## src/rtl/jt51_kon_pkg.sv

```systemverilog
// Shared definitions for the key-on bank.
//   - default channel / operator counts and the derived slot-index width
//   - write-sequencer state encoding
//   - kon_op_bit(): maps an operator number to its bit in the keyon_op mask
package jt51_kon_pkg;

    localparam int KON_CH_DEF     = 8;
    localparam int KON_OP_DEF     = 4;
    localparam int KON_SLOTS_DEF  = KON_CH_DEF * KON_OP_DEF;
    localparam int KON_SLOT_W_DEF = $clog2(KON_SLOTS_DEF);

    // IDLE  : nothing pending
    // WAIT  : request captured, waiting for the channel's op0 slot
    // WRITE : channel visit in progress, slots are being overwritten
    typedef enum logic [1:0] {
        KON_IDLE  = 2'd0,
        KON_WAIT  = 2'd1,
        KON_WRITE = 2'd2
    } kon_state_e;

    // The YM2151 register layout swaps operators 1 and 2 in the key-on mask
    // when four operators are in use.
    function automatic int unsigned kon_op_bit(input int unsigned op,
                                               input int unsigned nops,
                                               input int unsigned opn_order);
        int unsigned bit_idx;
        bit_idx = op;
        if (opn_order == 1 && nops == 4) begin
            if (op == 1)
                bit_idx = 2;
            else if (op == 2)
                bit_idx = 1;
        end
        return bit_idx;
    endfunction

endpackage

```

## src/rtl/jt51_sh.sv

```systemverilog
// Generic clock-enabled shift register.
//   clk, rst (async, active high), cen : clocking
//   din  [WIDTH-1:0] : value entering stage 0
//   drop [WIDTH-1:0] : value leaving the last stage (STAGES cen cycles later)
module jt51_sh #(
    parameter int WIDTH  = 1,
    parameter int STAGES = 32
) (
    input  logic             clk,
    input  logic             rst,
    input  logic             cen,
    input  logic [WIDTH-1:0] din,
    output logic [WIDTH-1:0] drop
);

    logic [STAGES-1:0][WIDTH-1:0] bits_q;
    logic [STAGES-1:0][WIDTH-1:0] bits_d;

    always_comb begin
        bits_d = {bits_q[STAGES-2:0], din};
    end

    always_ff @(posedge clk or posedge rst) begin
        if (rst)
            bits_q <= '0;
        else if (cen)
            bits_q <= bits_d;
    end

    assign drop = bits_q[STAGES-1];

endmodule

```

## src/rtl/jt51_kon_bank.sv

```systemverilog
// Key-on bank: per-slot key state storage, CSM key-on window and key edge
// detection for a slot-serial FM engine.
//   clk, rst, cen          : clocking (rst async active high)
//   keyon_op/keyon_ch      : key mask and channel of a write request
//   up_keyon               : write strobe
//   busy                   : a captured request has not finished writing
//   cur_op/cur_ch          : slot currently presented by the engine
//   csm, overflow_A        : CSM mode and timer A overflow
//   keyon_II               : effective key of the previous cen cycle's slot
//   kon_edge/koff_edge     : effective key rose / fell since that slot's last visit
//
// Request handshake: on a cen cycle, up_keyon is accepted when busy is low or
// when the pending write completes in that same cycle; otherwise it is
// dropped and the pending contents are left untouched.
module jt51_kon_bank
    import jt51_kon_pkg::*;
#(
    parameter int CH        = KON_CH_DEF,
    parameter int OP        = KON_OP_DEF,
    parameter int OPN_ORDER = 1
) (
    input  logic                  clk,
    input  logic                  rst,
    input  logic                  cen,
    input  logic [OP-1:0]         keyon_op,
    input  logic [$clog2(CH)-1:0] keyon_ch,
    input  logic                  up_keyon,
    output logic                  busy,
    input  logic [$clog2(OP)-1:0] cur_op,
    input  logic [$clog2(CH)-1:0] cur_ch,
    input  logic                  csm,
    input  logic                  overflow_A,
    output logic                  keyon_II,
    output logic                  kon_edge,
    output logic                  koff_edge
);

    localparam int SLOTS = CH * OP;
    localparam int CHW   = $clog2(CH);
    localparam int OPW   = $clog2(OP);
    localparam int CSMW  = $clog2(SLOTS + 1);

    kon_state_e      st_q, st_d;
    logic [CHW-1:0]  pend_ch_q, pend_ch_d;
    logic [OP-1:0]   pend_op_q, pend_op_d;
    logic [CSMW-1:0] csm_cnt_q, csm_cnt_d;
    logic            keyon_ii_q, keyon_ii_d;
    logic            kon_edge_q, kon_edge_d;
    logic            koff_edge_q, koff_edge_d;

    logic            ch_hit, op_first, op_last;
    logic            wr_en, wr_done, accept;
    logic [OPW-1:0]  map_idx;
    logic            stored_out, stored_in;
    logic            hist_out, eff_key, csm_on;

    jt51_sh #(.WIDTH(1), .STAGES(SLOTS)) u_stored (
        .clk  (clk),
        .rst  (rst),
        .cen  (cen),
        .din  (stored_in),
        .drop (stored_out)
    );

    jt51_sh #(.WIDTH(1), .STAGES(SLOTS)) u_history (
        .clk  (clk),
        .rst  (rst),
        .cen  (cen),
        .din  (eff_key),
        .drop (hist_out)
    );

    always_comb begin
        ch_hit   = (cur_ch == pend_ch_q);
        op_first = (cur_op == '0);
        op_last  = (cur_op == OPW'(OP - 1));
        map_idx  = OPW'(kon_op_bit(32'(cur_op), OP, OPN_ORDER));
        csm_on   = (csm_cnt_q != '0);
    end

    // Write sequencer. A write only starts at op0 of the pending channel so a
    // channel is always updated as a whole visit.
    always_comb begin
        st_d      = st_q;
        pend_ch_d = pend_ch_q;
        pend_op_d = pend_op_q;
        wr_en     = 1'b0;
        wr_done   = 1'b0;
        case (st_q)
            KON_WAIT: begin
                if (ch_hit && op_first) begin
                    wr_en = 1'b1;
                    st_d  = KON_WRITE;
                end
            end
            KON_WRITE: begin
                if (ch_hit) begin
                    wr_en = 1'b1;
                    if (op_last) begin
                        wr_done = 1'b1;
                        st_d    = KON_IDLE;
                    end
                end
            end
            default: begin
            end
        endcase
        accept = up_keyon && ((st_q == KON_IDLE) || wr_done);
        if (accept) begin
            pend_ch_d = keyon_ch;
            pend_op_d = keyon_op;
            st_d      = KON_WAIT;
        end
    end

    // Stored state is the pre-write value, so a write shows on the next visit.
    always_comb begin
        stored_in = wr_en ? pend_op_q[map_idx] : stored_out;
        eff_key   = stored_out | csm_on;

        csm_cnt_d = csm_cnt_q;
        if (overflow_A && csm)
            csm_cnt_d = CSMW'(SLOTS);
        else if (csm_on)
            csm_cnt_d = csm_cnt_q - 1'b1;

        keyon_ii_d  = eff_key;
        kon_edge_d  = eff_key & ~hist_out;
        koff_edge_d = ~eff_key & hist_out;
    end

    always_ff @(posedge clk or posedge rst) begin
        if (rst) begin
            st_q        <= KON_IDLE;
            pend_ch_q   <= '0;
            pend_op_q   <= '0;
            csm_cnt_q   <= '0;
            keyon_ii_q  <= 1'b0;
            kon_edge_q  <= 1'b0;
            koff_edge_q <= 1'b0;
        end else if (cen) begin
            st_q        <= st_d;
            pend_ch_q   <= pend_ch_d;
            pend_op_q   <= pend_op_d;
            csm_cnt_q   <= csm_cnt_d;
            keyon_ii_q  <= keyon_ii_d;
            kon_edge_q  <= kon_edge_d;
            koff_edge_q <= koff_edge_d;
        end
    end

    assign busy      = (st_q != KON_IDLE);
    assign keyon_II  = keyon_ii_q;
    assign kon_edge  = kon_edge_q;
    assign koff_edge = koff_edge_q;

endmodule

```

## config.mk

```make
export PLATFORM = sky130hd
export DESIGN_NAME = jt51_kon_bank
export DESIGN_NICKNAME = d
export VERILOG_FILES = /design/src/rtl/jt51_kon_pkg.sv /design/src/rtl/jt51_sh.sv /design/src/rtl/jt51_kon_bank.sv
export SDC_FILE = /design/constraint.sdc
export NUM_CORES = 1
export LEC_CHECK = 0
export ABC_CLOCK_PERIOD_IN_PS = 3650
export BUFFER_PORTS_ARGS = -buffer_cell sky130_fd_sc_hd__buf_2
export CAP_MARGIN = 5
export CORE_ASPECT_RATIO = 2
export CORE_MARGIN = 3
export CORE_UTILIZATION = 40
export DETAILED_ROUTE_END_ITERATION = 10
export HOLD_SLACK_MARGIN = 0.15
export RECOVER_POWER = 50
export SLEW_MARGIN = 20
export SYNTH_ARGS = -nofsm -noshare
export SYNTH_HDL_FRONTEND = slang
export SYNTH_SLANG_ARGS = --single-unit
```

## constraint.sdc

```tcl
create_clock -name clk -period 3.65 [get_ports clk]
set_input_delay 0.73 -clock clk [delete_from_list [all_inputs] [get_ports clk]]
set_output_delay 0.73 -clock clk [all_outputs]
set_load 0.01 [all_outputs]
```

==> results of run 1 <==
-- cells in the mapped netlist, drive strengths merged --
cell,instances
mux2,69
a21oi,3
nor3,4
buf,10
xnor2,2
or2,1
and2,1
nor2b,1
nand4,1
inv,8
nor2,7
o31ai,1
a21o,1
o41ai,2
o21a,1
nand3,3
and3,2
dfrtp,81
clkbuf,1
mux4,1
or3,1
o211ai,2
a31o,1
or3b,2
o21ai,4
nor3b,2
or4b,1
o31a,1
xor2,5
nand2,3
nor4,1
ha,4
-- area by class of cell --
| cell class | count | area (µm²) |
|---|---|---|
| Clock buffer | 14 | 284 |
| Timing Repair Buffer | 24 | 126 |
| Tap cell | 96 | 120 |
| Multi-Input combinational cell | 127 | 1200 |
| Inverter | 8 | 31.3 |
| Sequential cell | 81 | 2030 |
| Clock inverter | 2 | 10.0 |
| Fill cell | 716 | 4200 |
-- how the worst min path moves through the flow --
stage | depth (start not counted) | slack (ns) | end | start
finish | 2 | 0.48 | kon_edge | kon_edge
global route | 1 | 0.51 | u_history.bits_d[18] | u_history.bits_d[17]
CTS | 2 | 0.49 | kon_edge | kon_edge
detailed placement | 2 | 0.48 | kon_edge | kon_edge
global placement | 2 | 0.47 | kon_edge | kon_edge
floorplan | 1 | 0.45 | kon_edge | u_history.drop
-- worst max-delay path, stage by stage --
cell,delay (ns)
clkbuf_1,1.09
buf_4,0.63
mux2_2,0.40
-- routing by layer --
layer	up-vias	GRT usage [%]
met5	-	0
met4	0	7.46
met3	14	3.43
met2	23	19.7
met1	920	12.1
li1	844	-
-- logic make-up (layout without fill, tap and decap cells) --
group / Yosys count / in the layout
flip-flops: 81 / 81
XOR/XNOR: 7 / 7
AO/OA/AOI/OAI: 16 / 16
AND/OR/NAND/NOR: 30 / 30
adder cells (fa/ha/maj): 4 / 4
multiplexers: 70 / 70
buffers and inverters: 19 / 48
-- state kept, by name (all words and copies together) (netlist names) --
register          count
csm_cnt_q             6
koff_edge             1
kon_edge              1
pend_ch_q             3
pend_op_q             4
st_q                  2
u_history.bits_d     31
u_history.drop        1
u_stored.bits_d      31
u_stored.drop         1
-- power by group through the flow --
| stage | registers, mW | logic, mW | clock network, mW |
|---|---|---|---|
| after CTS | 1.25 | 0.497 | 0.886 |
| after global routing | 1.28 | 0.554 | 0.924 |
| after floorplan | 1.23 | 0.426 | 0 |
| final | 1.25 | 0.485 | 0.864 |
| after global placement | 1.26 | 0.483 | 0 |
| after detailed placement | 1.27 | 0.494 | 0 |
-- per-stage QoR --
step                power, mW  hold slack [ns]  cell area, µm²  util, %
global placement         1.74            0.466            3500     43.8
CTS                      2.63            0.491            3800     47.5
finish                   2.60            0.481            3800     47.5
global route             2.76            0.511            3800     47.5
floorplan                1.65            0.453            3320        -
detailed placement       1.76            0.477            3500     43.8
==> metrics.txt, run 1 <==
static leakage=1.71 nW; CTS tree=built; sequential element share of the synthesized area=61.1%; Logic pwr share=18.7%; sw power=0.667 mW; HPWL reported at the end of detailed placement=3.24 mm; share of cells above drive strength 1=44.1%; FF-to-FF End=pend_ch_q[1]; Worst Path Required=3.86 ns; via count=1801; unrepaired setup endpoints after global routing=false; Post-Route Setup TNS=0 ns; simple-gate share of the synthesized area=4.98%; initial core utilization=41.5%; insertion delay to the later sink of the worst-skew pair=0.33 ns; share of Yosys cell area claimed by the top area cell type=61.1%; critical path launch point type=primary input; global placer's final weighted congestion=0.722; Final ANT Viol Nets=0; buffers added on ports=21; final worst path period share=73.4%; Post-Syn Instances=227; end point of the critical path=u_history.bits_d[24]; top cells by area, synth=dfrtp_1 61%, mux2_2 23%, ha_1 1.5%; Tot GR Track Use=11.6%; Final Hold Fails=0; Mapped Avg Cell Area=14.6 µm²; Synth Area in Compound Gates=3.70%; WL final=4.87 mm; Die Wd=70.4 µm; Clk pin slew, worst setup/hold paths=0.05 ns; Clk Tree Root Cell=clkbuf_16; mux share of post-synthesis cell area=24.1%; most common cell after layout, fill and taps aside=dfrtp_1; met2 wire len=2.56 mm; Sequential Power Share=48.0%; wire per inst=13.8 µm; row cnt=46; max_cap viols=2; GRT overflow=0; run status=finished, violations left; Rel. slew slack=-42.5%; Ys Warns=0; Post-Route M1 WL=2.00 mm; Setup Buffers After CTS=0; Top-Level Pins=22; crit path capture type=flip-flop; First-pass DRT Iterations=4; area grow syn2layout=14.4%; WL met3=155 µm; min Tclk post-route=2.68 ns; critical path type=in2reg; # clock sinks=81; Layout Nets=273; R2R cell count=6; first-pass GRT wire length=8.48 mm; worst slack, placed=1.27 ns; sw frac=25.7%; CTS H-Tree Depth=3; Synthesized Nets=249; synth unique cells=35; pwr dens=684 nW/µm²; Hold WC Path Type=reg2reg; final setup vio count=0; 1st-iter DRT viols=77; most frequent cells in the layout=81 x dfrtp_1, 69 x mux2_2, 20 x buf_2, 9 x clkbuf_16; Die Y=135 µm; Worst R2R Setup Slack=1.66 ns; hold_buf cts=0; Crit Path Max Fanout=46; Synth Area in XOR/XNOR=1.85%; Worst VDD drop=0.000252 V; initial antenna violation count=0; largest family of logic cells by synthesized area=multiplexers; Core ar.=8000 µm²; WP data arrival=2.89 ns; crit path from=cen; Vias/cell=5.12; highest metal used=met4; Post-route DRC=0; Power Internal=1.93 mW; antenna cell count=0; vias in the first global route=1878; placed instance count=336; Synth Area in Adders=1.51%; fmax=373 MHz; Post-Syn Area=3320 µm²; setup ws final=0.969 ns; Clock Tree Buf Depth=2; Slew @ Worst Pin=2.13 ns; violated checks=max-capacitance violations, max-slew violations; total CTS buffers=9; post-synth top area cell=dfrtp_1; PostCTS Resize Cnt=0; Reg2Reg Launch Point=st_q[0]; Slew Limit Fails=83; Worst Skew=0.00733 ns; Final Instance Count excl. Fillers=352; #FFs+latches synth=81; largest net degree at the start of global routing=50; Clk network pwr share=33.3%; Die Area=9490 µm²
Note: power is estimated with default switching activity, not from simulation.
==> run 2: changes to the inputs <==
--- a/config.mk
+++ b/config.mk
@@ -5,7 +5,7 @@
 export SDC_FILE = /design/constraint.sdc
 export NUM_CORES = 1
 export LEC_CHECK = 0
-export ABC_CLOCK_PERIOD_IN_PS = 3650
+export ABC_CLOCK_PERIOD_IN_PS = 2700
 export BUFFER_PORTS_ARGS = -buffer_cell sky130_fd_sc_hd__buf_2
 export CAP_MARGIN = 5
 export CORE_ASPECT_RATIO = 2
==> constraint.sdc (replaced) <==
create_clock -name clk -period 2.7 [get_ports clk]
set_input_delay 0.54 -clock clk [delete_from_list [all_inputs] [get_ports clk]]
set_output_delay 0.54 -clock clk [all_outputs]
set_load 0.01 [all_outputs]
==> metrics.txt, run 2 (same netlist as run 1, synthesis figures left out) <==
Clk Tree Root Cell=clkbuf_16; Die Area=9490 µm² (unchanged); hold_buf cts=0 (unchanged); Worst Skew=0.00618 ns (-0.00115 ns); # clock sinks=81 (unchanged); initial antenna violation count=0 (unchanged); buffers added on ports=21 (unchanged); Post-Route Setup TNS=0 ns (unchanged); Layout Nets=273 (unchanged); CTS tree=built; Tot GR Track Use=11.2% (-0.31 points); Crit-path slowest cell=clkbuf_2; CP cell instances=buf_2 > clkbuf_2 > nor2b_1 > or3b_1; violated checks=max-capacitance violations, max-slew violations; final core occ=47.5% (about the same); Die Y=135 µm (unchanged); vias in the first global route=1803 (-4.0%); insertion delay to the later sink of the worst-skew pair=0.33 ns (about the same); most frequent cells in the layout=81 x dfrtp_1, 69 x mux2_2, 21 x buf_2, 9 x clkbuf_16, 8 x inv_1; Hold WC Path Type=in2reg; Sequential Power Share=48.4% (+0.4 points); final worst path period share=81.3%; unrepaired setup endpoints after global routing=false; Top delay family on crit path=buffers and inverters; FILL cells=721 (+0.70%); total CTS buffers=9 (unchanged); most common cell after layout, fill and taps aside=dfrtp_1; fmax=455 MHz; FF/Latch Area=2030 µm² (unchanged); Post-route DRC=0 (unchanged); Power Internal=2.57 mW (+33%); initial core utilization=41.5% (unchanged); max incr delay on CP=1.16 ns (+0.07 ns); CTS H-Tree Depth=3 (unchanged); WL final=4.80 mm (-1.5%); Vias/cell=5.03 (-1.7%); Rel. slew slack=-2.41% (+40 points); pwr dens=915 nW/µm² (+34%); largest net degree at the start of global routing=70 (+40%); Crit Path Max Fanout=69 (+50%); Top-Level Pins=22 (unchanged); Setup Buffers After CTS=0 (unchanged); row cnt=46 (unchanged); critical path launch point type=primary input; Clock Tree Buf Depth=2 (unchanged); GRT overflow=0 (unchanged); antenna cell count=0 (unchanged); first-pass GRT wire length=8.38 mm (-1.2%); PnR Total Power=3.47 mW (+34%); Logic pwr share=19.4% (+0.7 points); Die Wd=70.4 µm (unchanged); final setup vio count=0 (unchanged); Slew @ Worst Pin=1.54 ns (-0.590 ns); global placer's final weighted congestion=0.776 (+7.5%); Final ANT Viol Nets=0 (unchanged); Clk pin slew, worst setup/hold paths=0.06 ns (about the same); Final Hold Fails=0 (unchanged); via count=1771 (-1.7%); area grow syn2layout=14.4% (about the same); run status=finished, violations left; crit path capture type=flip-flop; WP data arrival=2.39 ns (-0.50 ns); Worst VDD drop=0.000340 V (+35%); PostCTS Resize Cnt=0 (unchanged); Slew Limit Fails=70 (-16%); 1st-iter DRT viols=108 (+40%); area of the multi-input gates=1200 µm² (unchanged); worst path bufs/invs=2 (unchanged); sw power=0.908 mW (+36%); min Tclk post-route=2.20 ns; Worst Path Required=2.90 ns (-0.96 ns); share of cells above drive strength 1=44.5% (+0.39 points); Clk network pwr share=32.2% (-1.1 points); static leakage=1.71 nW (about the same); Core ar.=8000 µm² (unchanged); HPWL reported at the end of detailed placement=3.19 mm (-1.6%); wire per inst=13.6 µm (-1.5%); max_cap viols=1 (-1); critical path type=in2reg; First-pass DRT Iterations=4 (unchanged); sw frac=26.1% (+0.44 points)
run 2: cell count changes in the layout (fill, tap and decap cells not counted), sizes merged:
cell / previous run / this run
clkinvlp: 1 / 2
inv: 7 / 8
clkinv: 2 / 3
clkbuf: 15 / 12
run 2: path summary, 6_finish.rpt:
check	start	to	slack, ns	cells after the start
max	cen	u_stored.bits_d[1]	0.50	4
max reg2reg	csm_cnt_q[0]	koff_edge	0.69	6
min in group asynchronous	rst	u_stored.bits_d[17]	0.51	2
min	keyon_op[0]	pend_op_q[0]	0.44	2
max in group asynchronous	rst	u_history.bits_d[12]	1.35	3
min reg2reg	u_history.bits_d[16]	u_history.bits_d[17]	0.50	1
run 2: cell type report:
type | instances | area share (%)
clock inverter | 5 | 0.791
multi-input combinational | 127 | 31.6
clock buffer | 11 | 6.66
sequential | 81 | 53.4
timing repair buffer | 24 | 3.63
inverter | 8 | 0.791
tap | 96 | 3.16
run 2: per-stage QoR:
| stage | worst slack, ns | hold slack [ns] | instances | instance area, µm² |
|---|---|---|---|---|
| after floorplan | 0.0799 | 0.453 | 227 | 3320 |
| after global placement | 0.651 | 0.462 | 336 | 3530 |
| after detailed placement | 0.602 | 0.486 | 336 | 3530 |
| after CTS | 0.707 | 0.310 | 352 | 3810 |
| after global routing | 0.329 | 0.439 | 352 | 3800 |
| final | 0.504 | 0.442 | 352 | 3800 |
run 2: power groups by stage:
stage	clock (mW)	combinational (mW)	sequential, mW
2_1_floorplan	0	0.576	1.66
3_3_place_gp	0	0.664	1.70
3_5_place_dp	0	0.684	1.71
4_1_cts	1.16	0.687	1.69
5_1_grt	1.20	0.750	1.73
6_report	1.12	0.674	1.68
run 2: per-layer routing:
layer | share of wire (%) | GRT usage [%]
met1 | 43 | 12.8
met2 | 52 | 18.3
met3 | 2.9 | 3.50
met4 | 2.4 | 6.72
met5 | 0 | 0
==> run 3: changes to the inputs <==
--- a/config.mk
+++ b/config.mk
@@ -5,7 +5,7 @@
 export SDC_FILE = /design/constraint.sdc
 export NUM_CORES = 1
 export LEC_CHECK = 0
-export ABC_CLOCK_PERIOD_IN_PS = 2700
+export ABC_CLOCK_PERIOD_IN_PS = 2000
 export BUFFER_PORTS_ARGS = -buffer_cell sky130_fd_sc_hd__buf_2
 export CAP_MARGIN = 5
 export CORE_ASPECT_RATIO = 2
==> constraint.sdc (replaced) <==
create_clock -name clk -period 2 [get_ports clk]
set_input_delay 0.4 -clock clk [delete_from_list [all_inputs] [get_ports clk]]
set_output_delay 0.4 -clock clk [all_outputs]
set_load 0.01 [all_outputs]
==> metrics.txt, run 3 (same netlist as run 1, synthesis figures left out) <==
area grow syn2layout=15.9%; crit path capture type=flip-flop; Rel. slew slack=24.3% (+27 points); min Tclk post-route=1.85 ns; final core occ=48.1% (+0.61 points); Layout Nets=276 (+1.1%); wire per inst=14.4 µm (+5.5%); GRT overflow=0 (unchanged); global placer's final weighted congestion=0.769 (-0.97%); Slew Limit Fails=0 (-100%); Setup Buffers After CTS=0 (unchanged); run status=complete, no violations; Die Wd=70.4 µm (unchanged); insertion delay to the later sink of the worst-skew pair=0.34 ns (about the same); Clk Tree Root Cell=clkbuf_16; Die Y=135 µm (unchanged); via count=1804 (+1.9%); PnR Total Power=4.87 mW (+40%); FF/Latch Area=2030 µm² (unchanged); first-pass GRT wire length=8.94 mm (+6.8%); Top delay family on crit path=simple AND/OR/NAND/NOR gates; CTS tree=built; final worst path period share=92.3%; vias in the first global route=1933 (+7.2%); max_cap viols=0 (-1); Top-Level Pins=22 (unchanged); Clk pin slew, worst setup/hold paths=0.06 ns (about the same); Clock Tree Buf Depth=2 (unchanged); Worst Path Required=2.21 ns (-0.69 ns); Crit Path Max Fanout=7 (-90%); Worst VDD drop=0.000500 V (+47%); Die Area=9490 µm² (unchanged); WL final=5.11 mm (+6.4%); static leakage=1.72 nW (+0.69%); unrepaired setup endpoints after global routing=false; CP cell instances=inv_1 > ha_1 > or3b_4 > o211ai_4 > nor4_1 > or3_1; Core ar.=8000 µm² (unchanged); Slew @ Worst Pin=1.14 ns (-0.400 ns); placed instance count=338 (+0.60%); buffers added on ports=21 (unchanged); most common cell after layout, fill and taps aside=dfrtp_1; row cnt=46 (unchanged); 1st-iter DRT viols=72 (-33%); Post-Route Setup TNS=0 ns (unchanged); initial antenna violation count=0 (unchanged); worst path bufs/invs=1 (-1); Crit-path slowest cell=or3b_4; WL met3=180 µm (+29%); total CTS buffers=9 (unchanged); FILL cells=703 (-2.5%); setup ws final=0.155 ns (-0.349 ns); hold_ws=0.295 ns (-0.147 ns); met2 wire len=2.67 mm (+7.3%); HPWL reported at the end of detailed placement=3.41 mm (+6.9%); most frequent cells in the layout=81 x dfrtp_1, 69 x mux2_2, 19 x buf_2, 9 x clkbuf_16; Vias/cell=5.08 (+1.0%); share of cells above drive strength 1=44.4% (-0.13 points); Post-route DRC=0 (unchanged); Cell Area, Placed=3550 µm² (+0.53%); area of the multi-input gates=1200 µm² (+0.31%); critical path type=reg2reg; max incr delay on CP=0.44 ns (-0.72 ns); Hold WC Path Type=in2reg; # clock sinks=81 (unchanged); pwr dens=1270 nW/µm² (+38%); First-pass DRT Iterations=4 (unchanged); WP data arrival=2.06 ns (-0.33 ns); largest net degree at the start of global routing=49 (-30%); Post-Route M1 WL=2.10 mm (+2.2%); Final Instance Count excl. Fillers=355 (+0.85%); Tot GR Track Use=12.3% (+1.0 points); Final ANT Viol Nets=0 (unchanged); critical path launch point type=flip-flop; post-layout instance area=3840 µm² (+1.3%); Worst Skew=0.00550 ns (-0.000674 ns); final setup vio count=0 (unchanged); highest metal used=met4; initial core utilization=41.5% (unchanged); worst slack, placed=0.0282 ns (-0.573 ns); Final Hold Fails=0 (unchanged); fmax=542 MHz; CTS H-Tree Depth=3 (unchanged); antenna cell count=0 (unchanged)
run 3: final timing paths:
check	startpoint	endpoint	slack, ns	cells past startpoint
worst max-delay path	csm_cnt_q[0]	csm_cnt_q[5]	0.15	6
min in group asynchronous	rst	u_stored.bits_d[20]	0.77	3
worst max register to register	csm_cnt_q[0]	csm_cnt_q[5]	0.15	6
max in group asynchronous	rst	u_history.bits_d[14]	0.51	4
worst min-delay path	keyon_op[0]	pend_op_q[0]	0.29	2
worst min register to register	kon_edge	kon_edge	0.48	2
run 3: timing repair:
action | 4_1_cts | 5_1_grt
endpoints found under the hold margin | 20 | 0
endpoints found under the setup margin | 0 | 8
hold buffers | 1 | 0
gates resized for setup | 0 | 2
run 3: metal layers:
layer	up-vias	GRT usage [%]
met5	-	0
met4	0	8.21
met3	11	4.10
met2	21	19.5
met1	919	13.9
li1	853	-
run 3: where the power goes:
group	switching (mW)	total (mW)	internal [mW]
combinational	0.406	0.930	0.524
clock	0.627	1.66	1.03
sequential	0.222	2.27	2.05
total	1.26	4.87	3.61
run 3: cell type report:
cell class,instances,area share [%]
clock buffers,12,6.67
flip-flops and latches,81,52.7
well taps,96,3.12
inverters,8,0.814
multi-input cells,127,31.3
repair buffers,27,4.07
clock inverters,4,1.33
